<file path="src/rtl/ensamblador_bytes_pkg.sv">
// Shared definitions for the byte assembler: default sizes, FSM encoding, byte-lane mapping.
// Latency: none (declarations only).
// Backpressure: none.
package ensamblador_bytes_pkg;

   // Default frame size in bytes; the buffer is NUM_BYTES*8 bits wide.
   localparam int NUM_BYTES_DEF = 148;

   // Default maximum idle gap (in clk cycles) between bytes while receiving.
   localparam int TIMEOUT_CYCLES_DEF = 500000;

   // Receiver FSM encoding.
   typedef enum logic [1:0] {
      ST_IDLE = 2'd0,
      ST_RECV = 2'd1,
      ST_DONE = 2'd2
   } estado_t;

   // Byte-lane mapping shared with the splitter: lane k sits at bits [8k+7:8k],
   // so the first byte on the wire ends up in the least significant lane.
   function automatic int byte_lane_lsb(input int lane);
      return lane * 8;
   endfunction

endpackage

</file>
<file path="src/rtl/ensamblador_bytes_contador_timeout.sv">
// Idle-gap counter: counts enabled cycles and flags the cycle on which the count would reach TIMEOUT_CYCLES.
// Latency: tc is combinational from the count register and enable; the counter restarts on the next edge.
// Backpressure: none; clear has priority over enable. TIMEOUT_CYCLES=0 never raises tc.
module ensamblador_bytes_contador_timeout
   import ensamblador_bytes_pkg::*;
#(
   parameter int TIMEOUT_CYCLES = TIMEOUT_CYCLES_DEF
)(
   input  logic clk,
   input  logic reset_n,
   input  logic clear,
   input  logic enable,
   output logic tc
);

   localparam int W = (TIMEOUT_CYCLES > 1) ? $clog2(TIMEOUT_CYCLES) : 1;
   localparam logic [W-1:0] TC_VAL = (TIMEOUT_CYCLES > 0) ? W'(TIMEOUT_CYCLES - 1) : '0;

   logic [W-1:0] cnt_q;
   logic [W-1:0] cnt_d;

   // Terminal count: the last allowed idle cycle is being consumed without a clear.
   assign tc = (TIMEOUT_CYCLES > 0) && enable && !clear && (cnt_q == TC_VAL);

   // Next count: clear wins, otherwise count enabled cycles and wrap to zero on terminal count.
   always_comb begin
      cnt_d = cnt_q;
      if (clear) begin
         cnt_d = '0;
      end else if (enable) begin
         cnt_d = tc ? '0 : cnt_q + 1'b1;
      end
   end

   // Count register.
   always_ff @(posedge clk or negedge reset_n) begin
      if (!reset_n) begin
         cnt_q <= '0;
      end else begin
         cnt_q <= cnt_d;
      end
   end

endmodule

</file>
<file path="src/rtl/ensamblador_bytes.sv">
// Assembles NUM_BYTES UART bytes into one wide buffer; pulses done when the frame is complete.
// Latency: done is high the cycle after the edge that captures the last byte; all outputs registered.
// Backpressure: none; bytes are accepted only in RECV, an idle gap of TIMEOUT_CYCLES aborts the frame.
module ensamblador_bytes
   import ensamblador_bytes_pkg::*;
#(
   parameter int NUM_BYTES      = NUM_BYTES_DEF,
   parameter int TIMEOUT_CYCLES = TIMEOUT_CYCLES_DEF
)(
   input  logic                           clk,
   input  logic                           reset_n,
   input  logic                           start,
   input  logic [7:0]                     rx_data,
   input  logic                           rx_done_tick,
   output logic [NUM_BYTES*8-1:0]         buffer_recibido,
   output logic [$clog2(NUM_BYTES+1)-1:0] byte_count,
   output logic                           busy,
   output logic                           buffer_valid,
   output logic                           done,
   output logic                           timeout_err
);

   localparam int CW = $clog2(NUM_BYTES + 1);
   localparam logic [CW-1:0] LAST_IDX = CW'(NUM_BYTES - 1);

   estado_t                state_q;
   estado_t                state_d;
   logic [NUM_BYTES*8-1:0] buffer_q;
   logic [NUM_BYTES*8-1:0] buffer_d;
   logic [CW-1:0]          byte_count_q;
   logic [CW-1:0]          byte_count_d;
   logic                   buffer_valid_q;
   logic                   buffer_valid_d;
   logic                   timeout_err_q;
   logic                   timeout_err_d;

   logic                   accept_start;
   logic                   byte_in;
   logic                   last_byte;
   logic                   timer_clear;
   logic                   timer_en;
   logic                   timer_tc;
   logic [NUM_BYTES-1:0]   lane_we;

   // A start is only honoured from IDLE; a tick only counts while receiving.
   assign accept_start = (state_q == ST_IDLE) && start;
   assign byte_in      = (state_q == ST_RECV) && rx_done_tick;
   assign last_byte    = byte_in && (byte_count_q == LAST_IDX);

   // The idle timer restarts on every accepted byte and when a frame is armed;
   // a tick on the expiry cycle therefore wins over the timeout.
   assign timer_clear  = accept_start || byte_in;
   assign timer_en     = (state_q == ST_RECV) && !rx_done_tick;

   ensamblador_bytes_contador_timeout #(
      .TIMEOUT_CYCLES (TIMEOUT_CYCLES)
   ) u_timer (
      .clk     (clk),
      .reset_n (reset_n),
      .clear   (timer_clear),
      .enable  (timer_en),
      .tc      (timer_tc)
   );

   // FSM state register.
   always_ff @(posedge clk or negedge reset_n) begin
      if (!reset_n) begin
         state_q <= ST_IDLE;
      end else begin
         state_q <= state_d;
      end
   end

   // FSM next state: arm on start, finish on the last byte, abort on idle timeout.
   always_comb begin
      state_d = state_q;
      case (state_q)
         ST_IDLE: begin
            if (start) begin
               state_d = ST_RECV;
            end
         end
         ST_RECV: begin
            if (last_byte) begin
               state_d = ST_DONE;
            end else if (timer_tc) begin
               state_d = ST_IDLE;
            end
         end
         ST_DONE: begin
            state_d = ST_IDLE;
         end
         default: begin
            state_d = ST_IDLE;
         end
      endcase
   end

   // FSM outputs: pure decodes of the state register, so they carry no input-to-output path.
   always_comb begin
      busy = (state_q == ST_RECV);
      done = (state_q == ST_DONE);
   end

   // Per-lane write enables: only the lane addressed by the current byte count is written.
   always_comb begin
      lane_we = '0;
      for (int k = 0; k < NUM_BYTES; k++) begin
         lane_we[k] = byte_in && (byte_count_q == CW'(k));
      end
   end

   // Datapath next values: buffer lanes, byte count, frame-valid flag and timeout pulse.
   always_comb begin
      buffer_d       = buffer_q;
      byte_count_d   = byte_count_q;
      buffer_valid_d = buffer_valid_q;
      timeout_err_d  = 1'b0;

      for (int k = 0; k < NUM_BYTES; k++) begin
         if (lane_we[k]) begin
            buffer_d[byte_lane_lsb(k) +: 8] = rx_data;
         end
      end

      // Arming a frame resets the count and invalidates the old frame, but keeps its bytes.
      if (accept_start) begin
         byte_count_d   = '0;
         buffer_valid_d = 1'b0;
      end

      if (byte_in) begin
         byte_count_d = byte_count_q + 1'b1;
      end

      // Valid rises together with done and holds until the next accepted start.
      if (last_byte) begin
         buffer_valid_d = 1'b1;
      end

      // Aborted frame: partial bytes stay in the buffer, but the count is dropped.
      if (timer_tc) begin
         byte_count_d  = '0;
         timeout_err_d = 1'b1;
      end
   end

   // Datapath registers.
   always_ff @(posedge clk or negedge reset_n) begin
      if (!reset_n) begin
         buffer_q       <= '0;
         byte_count_q   <= '0;
         buffer_valid_q <= 1'b0;
         timeout_err_q  <= 1'b0;
      end else begin
         buffer_q       <= buffer_d;
         byte_count_q   <= byte_count_d;
         buffer_valid_q <= buffer_valid_d;
         timeout_err_q  <= timeout_err_d;
      end
   end

   assign buffer_recibido = buffer_q;
   assign byte_count      = byte_count_q;
   assign buffer_valid    = buffer_valid_q;
   assign timeout_err     = timeout_err_q;

endmodule

</file>
<file path="config.mk">
export PLATFORM = sky130hd
export DESIGN_NAME = ensamblador_bytes
export DESIGN_NICKNAME = d
export VERILOG_FILES = /design/src/rtl/ensamblador_bytes_pkg.sv /design/src/rtl/ensamblador_bytes_contador_timeout.sv /design/src/rtl/ensamblador_bytes.sv
export SDC_FILE = /design/constraint.sdc
export NUM_CORES = 1
export LEC_CHECK = 0
export ABC_AREA = 1
export CELL_PAD_IN_SITES_DETAIL_PLACEMENT = 1
export CELL_PAD_IN_SITES_GLOBAL_PLACEMENT = 1
export CORE_AREA = 3 3 470 472
export CTS_BUF_LIST = sky130_fd_sc_hd__clkbuf_8
export CTS_CLUSTER_DIAMETER = 60
export DETAILED_ROUTE_END_ITERATION = 10
export DIE_AREA = 0 0 473 475
export HOLD_SLACK_MARGIN = 0.08
export PLACE_DENSITY = 0.45
export RECOVER_POWER = 25
export SLEW_MARGIN = 20
export SYNTH_ARGS = -nofsm -noshare
export SYNTH_HDL_FRONTEND = slang
export SYNTH_SLANG_ARGS = --single-unit
</file>
<file path="constraint.sdc">
create_clock -name clk -period 5.6 [get_ports clk]
set_input_delay 0.84 -clock clk [delete_from_list [all_inputs] [get_ports clk]]
set_output_delay 0.84 -clock clk [all_outputs]
set_load 0.02 [all_outputs]
</file>
== After elaboration in Yosys (flattened, before gate mapping) ==
Index checks and enable logic that the tools add are counted.

* Register bits: 1215
* Output and inout port bits: 1196
* Logic and storage cells: 482

* Add/subtract/negate cells: 2
* Eq/ne operators: 152
* Muxes and demuxes: 13
* Reduce and logical (&&, ||, !) cells: 162

{| class="wikitable"
|+ Operators by type and width
! operator !! count
|-
| 8-bit by 7-bit == test with 1-bit output, second input constant || 64
|-
| 8-bit by 6-bit == test with 1-bit output, second input constant || 32
|-
| 8-bit == test, second input constant || 20
|-
| 1-bit logical AND || 153
|-
| 8-bit by 5-bit == test with 1-bit output, second input constant || 16
|-
| 8-bit by 4-bit == test with 1-bit output, second input constant || 8
|-
| 19-bit 2-to-1 mux || 3
|-
| 8-bit by 3-bit == test with 1-bit output, second input constant || 4
|-
| 8-bit 2-to-1 mux || 3
|-
| 19-bit by 1-bit adder with 19-bit output, second input constant || 1
|-
| 19-bit == test, second input constant || 1
|-
| 8-bit by 2-bit == test with 1-bit output, second input constant || 2
|-
| 8-bit by 1-bit adder with 8-bit output, second input constant || 1
|-
| 8-bit by 1-bit == test with 1-bit output, second input constant || 1
|-
| 8-bit zero test || 1
|-
| 2-bit 2-to-1 mux || 3
|-
| 2-bit case mux with 2 select lines || 1
|-
| 2-bit nonzero test || 2
|-
| 1-bit 2-to-1 mux || 3
|-
| 3-bit by 1-bit != test with 1-bit output, second input constant || 1
|-
| 3-bit nonzero test || 1
|-
| 2-bit by 1-bit == test with 1-bit output, second input constant || 1
|-
| 2-bit == test, second input constant || 1
|-
| 1-bit zero test || 2
|-
| 4 further kinds || 4
|}

== Longest topological paths before layout ==
* Word-level depth: 9
* Mapped depth: 10
* Gate-level depth less buffers: 10

== Hierarchy ==
From an unflattened synthesis, not the netlist that was laid out.

* Cell total of the unflattened synthesis: 5303
* Area total of the unflattened synthesis: 46759.8 µm²

{| class="wikitable"
|+ Modules (own cells, without submodules)
! module !! instances !! cells an instance !! area each (µm²)
|-
| ensamblador_bytes || 1 || 5108 || 45467.4
|-
| ensamblador_bytes_contador_timeout || 1 || 195 || 1292.5
|}

== Least setup slack after synthesis ==
OpenSTA, ideal clock, no wires.

* Path type: in2reg
* From: in rx_done_tick
* To: reg buffer_q[341] (netlist: buffer_recibido[341])
* Setup time: 0.134 ns
* Data arrival time: 1.995 ns
* Data required time: 5.466 ns
* Setup slack: 3.471 ns
* Stages: 8
* Buffers on the path: 1
* Path through: inv_1 nor2_4 nand2_1 nor3_2 nand2_1 buf_2 nand2_1 o21ai_0

* Word-level cells in the longest chain between the ends: 2

{| class="wikitable"
|+ Ends and longest elaborated chain
! what !! line !! RTL
|-
| start: declaration || ensamblador_bytes.sv:14 || <nowiki>input logic rx_done_tick,</nowiki>
|-
| 1-bit logical AND || ensamblador_bytes.sv:47 || <nowiki>assign byte_in = (state_q == ST_RECV) && rx_done_tick;</nowiki>
|-
| 1-bit logical AND || ensamblador_bytes.sv:109 || <nowiki>lane_we[k] = byte_in && (byte_count_q == CW'(k));</nowiki>
|-
| end signal: assignment || ensamblador_bytes.sv:156 || <nowiki>buffer_q <= buffer_d;</nowiki>
|-
| end: declaration || ensamblador_bytes.sv:28 || <nowiki>logic [NUM_BYTES*8-1:0] buffer_q;</nowiki>
|}

No other way between the ends.
A chain may end at the register's enable or synchronous reset.

==> impl_metrics.py <==
metrics = {
    "outcome": {
        "outcome": "complete, but fails checks",
        "violations": "capacitance limit, slew limit",
    },
    "pwr": {
        "pwr-share-seq": 0.430,
        "internal_power_mw": 16.2,
        "p_switching_mw": 7.35,
        "power_frac_clock": 0.376,
        "p_leak_nw": 27.5,
        "swShare": 0.312,
        "peakVddDrop_mv": 0.240,
        "powerDensity_nw_per_um2": 369,
        "comb_power_share": 0.194,
    },
    "worst_setup_path": {
        "cp_cell_sequence": "dlygate4sd3_1 -> clkbuf_2 -> clkbuf_2",
        "rr_startpoint": "state_q[1]",
        "r2r-end": "buffer_recibido[1084]",
        "worstPathRequired_ns": 6.58,
        "crit_arrival_ns": 5.04,
        "setup.worst_path.class": "in -> async",
        "slowest_stage": "clkbuf_2",
        "reg2reg_depth": 7,
        "cpMostUsedCell": "clkbuf_2",
        "start_kind": "input port",
        "critical_path_buf_inv_count": 3,
        "cp_top_family": "buffers and inverters",
        "crit_cells": 3,
        "cp_max_fo": 98,
        "cpPeakStageDelay_ns": 2.35,
        "cp-startpoint": "reset_n",
        "r2r_setup_slack_ns": 1.88,
        "cp-endpoint": "buffer_recibido[170]",
        "end_kind": "async pin",
    },
    "logic_synthesis": {
        "synth.most_common_cell": "nand2_1",
        "synth-edff-count": 0,
        "yosysTopAreaCellShare": 0.694,
        "syn_area_per_cell_um2": 10.2,
        "synth-seq-cells": 1215,
        "syn-cell-area_um2": 43800,
        "synth_cell_types": 30,
        "yosysTopAreaCell": "dfrtp_1",
        "synth_cells": 4308,
        "synth_commonest_cells": "nand2_1, dfrtp_1, o21ai_0",
        "ys.flop_type": "dfrtp_1",
        "seq_area_frac_synth": 0.694,
        "synthesis.nets": 4325,
        "synthArstFlopShare": 1.00,
        "synth_area_leaders": "dfrtp_1, o21ai_0, nand2_1",
        "yosysWarnings": 0,
    },
    "placement": {
        "port_buffers": 1207,
        "place_inst": 8138,
        "hpwl_um": 153000,
        "gp_congestion": 0.780,
    },
    "worst_hold_path": {
        "hp-class": "reg -> reg",
        "whs_path_depth": 2,
    },
    "sta": {
        "clock_skew_ns": 0.0650,
        "fmax_mhz": 247,
        "min_period_over_period": 0.724,
        "rsz0062_at_grt": "no",
        "hold_viol": 0,
        "period_needed_ns": 4.05,
        "setup_viol": 0,
        "slew_violations": 92,
        "finalSetupTns_ns": 0,
        "holdWs_ns": 0.479,
        "relSlewSlack": -1.38,
        "tightest_slew_ns": 3.57,
    },
    "detailed_routing": {
        "drtPass1Iterations": 5,
        "drc_errors": 0,
        "top_layer_used": "met5",
        "vias": 35870,
        "wl_per_cell_um": 26.1,
        "drt_iter0_markers": 2149,
        "routed-wl-met2_um": 102000,
        "m1WireLength_um": 93100,
        "vias_per_cell": 4.19,
        "drt-total-wl_um": 223000,
        "ant_nets": 0,
        "wl_met3_um": 22800,
    },
    "floorplan": {
        "core_area_um2": 217000,
        "initial_core_util": 0.202,
        "die_area_um2": 225000,
        "pin_count": 1208,
        "dieHeight_um": 475,
        "rows": 171,
        "die_x_um": 473,
    },
    "global_route": {
        "grt_overflow": 0,
        "antenna_found_initial": 14,
        "grt_max_degree": 157,
        "grt_pass1_wl_um": 309000,
        "first_global_vias": 36976,
        "grt.total_usage": 0.194,
    },
    "cts": {
        "cts.path.max_buffers": 3,
        "cts_tree": "done",
        "htreeDepth": 4,
        "cts_inserted_buffers": 226,
        "insertion_delay_ns": 1.00,
        "clk_pin_slew_ns": 0.06,
        "clock-root-buffer": "clkbuf_8",
        "cts.sinks": 1215,
    },
    "final_layout": {
        "seqCellArea_um2": 30400,
        "nets": 5530,
        "nFillCells": 24530,
        "drive_above_1_share": 0.0699,
        "area_growth_pct": 45.7,
        "multi_input_area_um2": 12200,
        "instances_no_fill": 8555,
    },
    "job": {
        "maxCapViolCount": 1,
    },
}
## worst min-delay path by stage
| stage | slack, ns | startpoint | to |
|---|---|---|---|
| after global routing | 0.47 | rx_done_tick | timeout_err |
| after floorplan | 0.50 | u_timer.cnt_q[1] | u_timer.cnt_q[1] |
| after detailed placement | 0.47 | buffer_recibido[877] | buffer_recibido[877] |
| after CTS | 0.40 | reset_n | buffer_recibido[757] |
| after global placement | 0.46 | buffer_recibido[933] | buffer_recibido[933] |
| final | 0.48 | buffer_recibido[1007] | buffer_recibido[1007] |
## cells in the final DEF, fill, tap and decap left out, drive strengths merged
master,Yosys,final
nand2,1423,1423
dfrtp,1215,1215
clkdlybuf4s50,0,1206
o21ai,1200,1200
clkbuf,261,286
inv,50,157
nor2,67,67
buf,28,55
nand3,22,22
nor3,12,12
diode,0,11
clkinv,3,10
nand4,8,8
bufinv,0,7
ha,5,5
a22oi,2,2
a21oi,2,2
xor2,2,2
clkinvlp,0,2
nor4,1,1
o31ai,1,1
o21bai,1,1
nand3b,1,1
nor3b,1,1
xnor2,1,1
and3,1,1
mux2i,1,1
dlygate4sd3,0,1
## flip-flops by register name, summed over array words and instances, names as in the netlist
| signal | flops |
|---|---|
| buffer_recibido | 1184 |
| buffer_valid | 1 |
| byte_count | 8 |
| state_q | 2 |
| timeout_err | 1 |
| u_timer.cnt_q | 19 |
## power groups by stage
stage / logic [mW] / clock network, mW / registers (mW)
3_3_place_gp: 4.63 / 0 / 10.2
2_1_floorplan: 0.849 / 0 / 11.2
3_5_place_dp: 4.65 / 0 / 10.3
4_1_cts: 4.67 / 9.25 / 10.1
5_1_grt: 4.92 / 9.66 / 10.2
6_report: 4.57 / 8.86 / 10.1
## worst register-to-register path, delay by kind of cell, from the launching register on
family | cells | cell delay [ns]
and+or+nand+nor | 4 | 2.14
AOI/OAI and AO/OA | 1 | 0.40
buffers and inverters | 2 | 0.72
DFF | 1 | 0.38
## logic make-up (layout without fill, tap and decap cells)
group	after synthesis	in the layout	share of synthesized area
xor gates and xnor gates	3	3	0.000600
muxes	1	1	0.000229
AOI/OAI and AO/OA	1206	1206	0.138
other	0	11	0
buffers and inverters	342	1724	0.0301
adders and majority gates	5	5	0.00143
DFF	1215	1215	0.694
and+or+nand+nor	1536	1536	0.135
## through the flow
stage	area (um2)	util	power (mW)	setup WS, ns
6_report	63800	0.294	23.6	1.55
5_1_grt	63800	0.294	24.8	1.05
4_1_cts	63800	0.294	24.0	2.12
3_5_place_dp	59200	0.273	14.9	1.37
3_3_place_gp	59100	0.273	14.9	1.41
2_1_floorplan	43800	-	12.0	3.47
## layer usage
metal / up-vias / global-route usage
li1: 16564 / -
met1: 17864 / 0.239
met2: 1187 / 0.307
met3: 253 / 0.0866
met4: 2 / 0.0518
met5: - / 0
## cell type report
type | count | area share
Inverter | 53 | 0.00375
Multi-Input combinational cell | 2751 | 0.191
Clock buffer | 282 | 0.0609
Antenna cell | 11 | 0.000432
Clock inverter | 123 | 0.0115
Sequential cell | 1215 | 0.477
Timing Repair Buffer | 1266 | 0.200
Tap cell | 2854 | 0.0560
## what timing repair did
item	CTS	global route
hold endpoints to repair	82	0
hold buffers	1	0
gates resized for setup	0	0
buffers inserted	0	0
No activity file was read; power rests on OpenSTA's default activity.
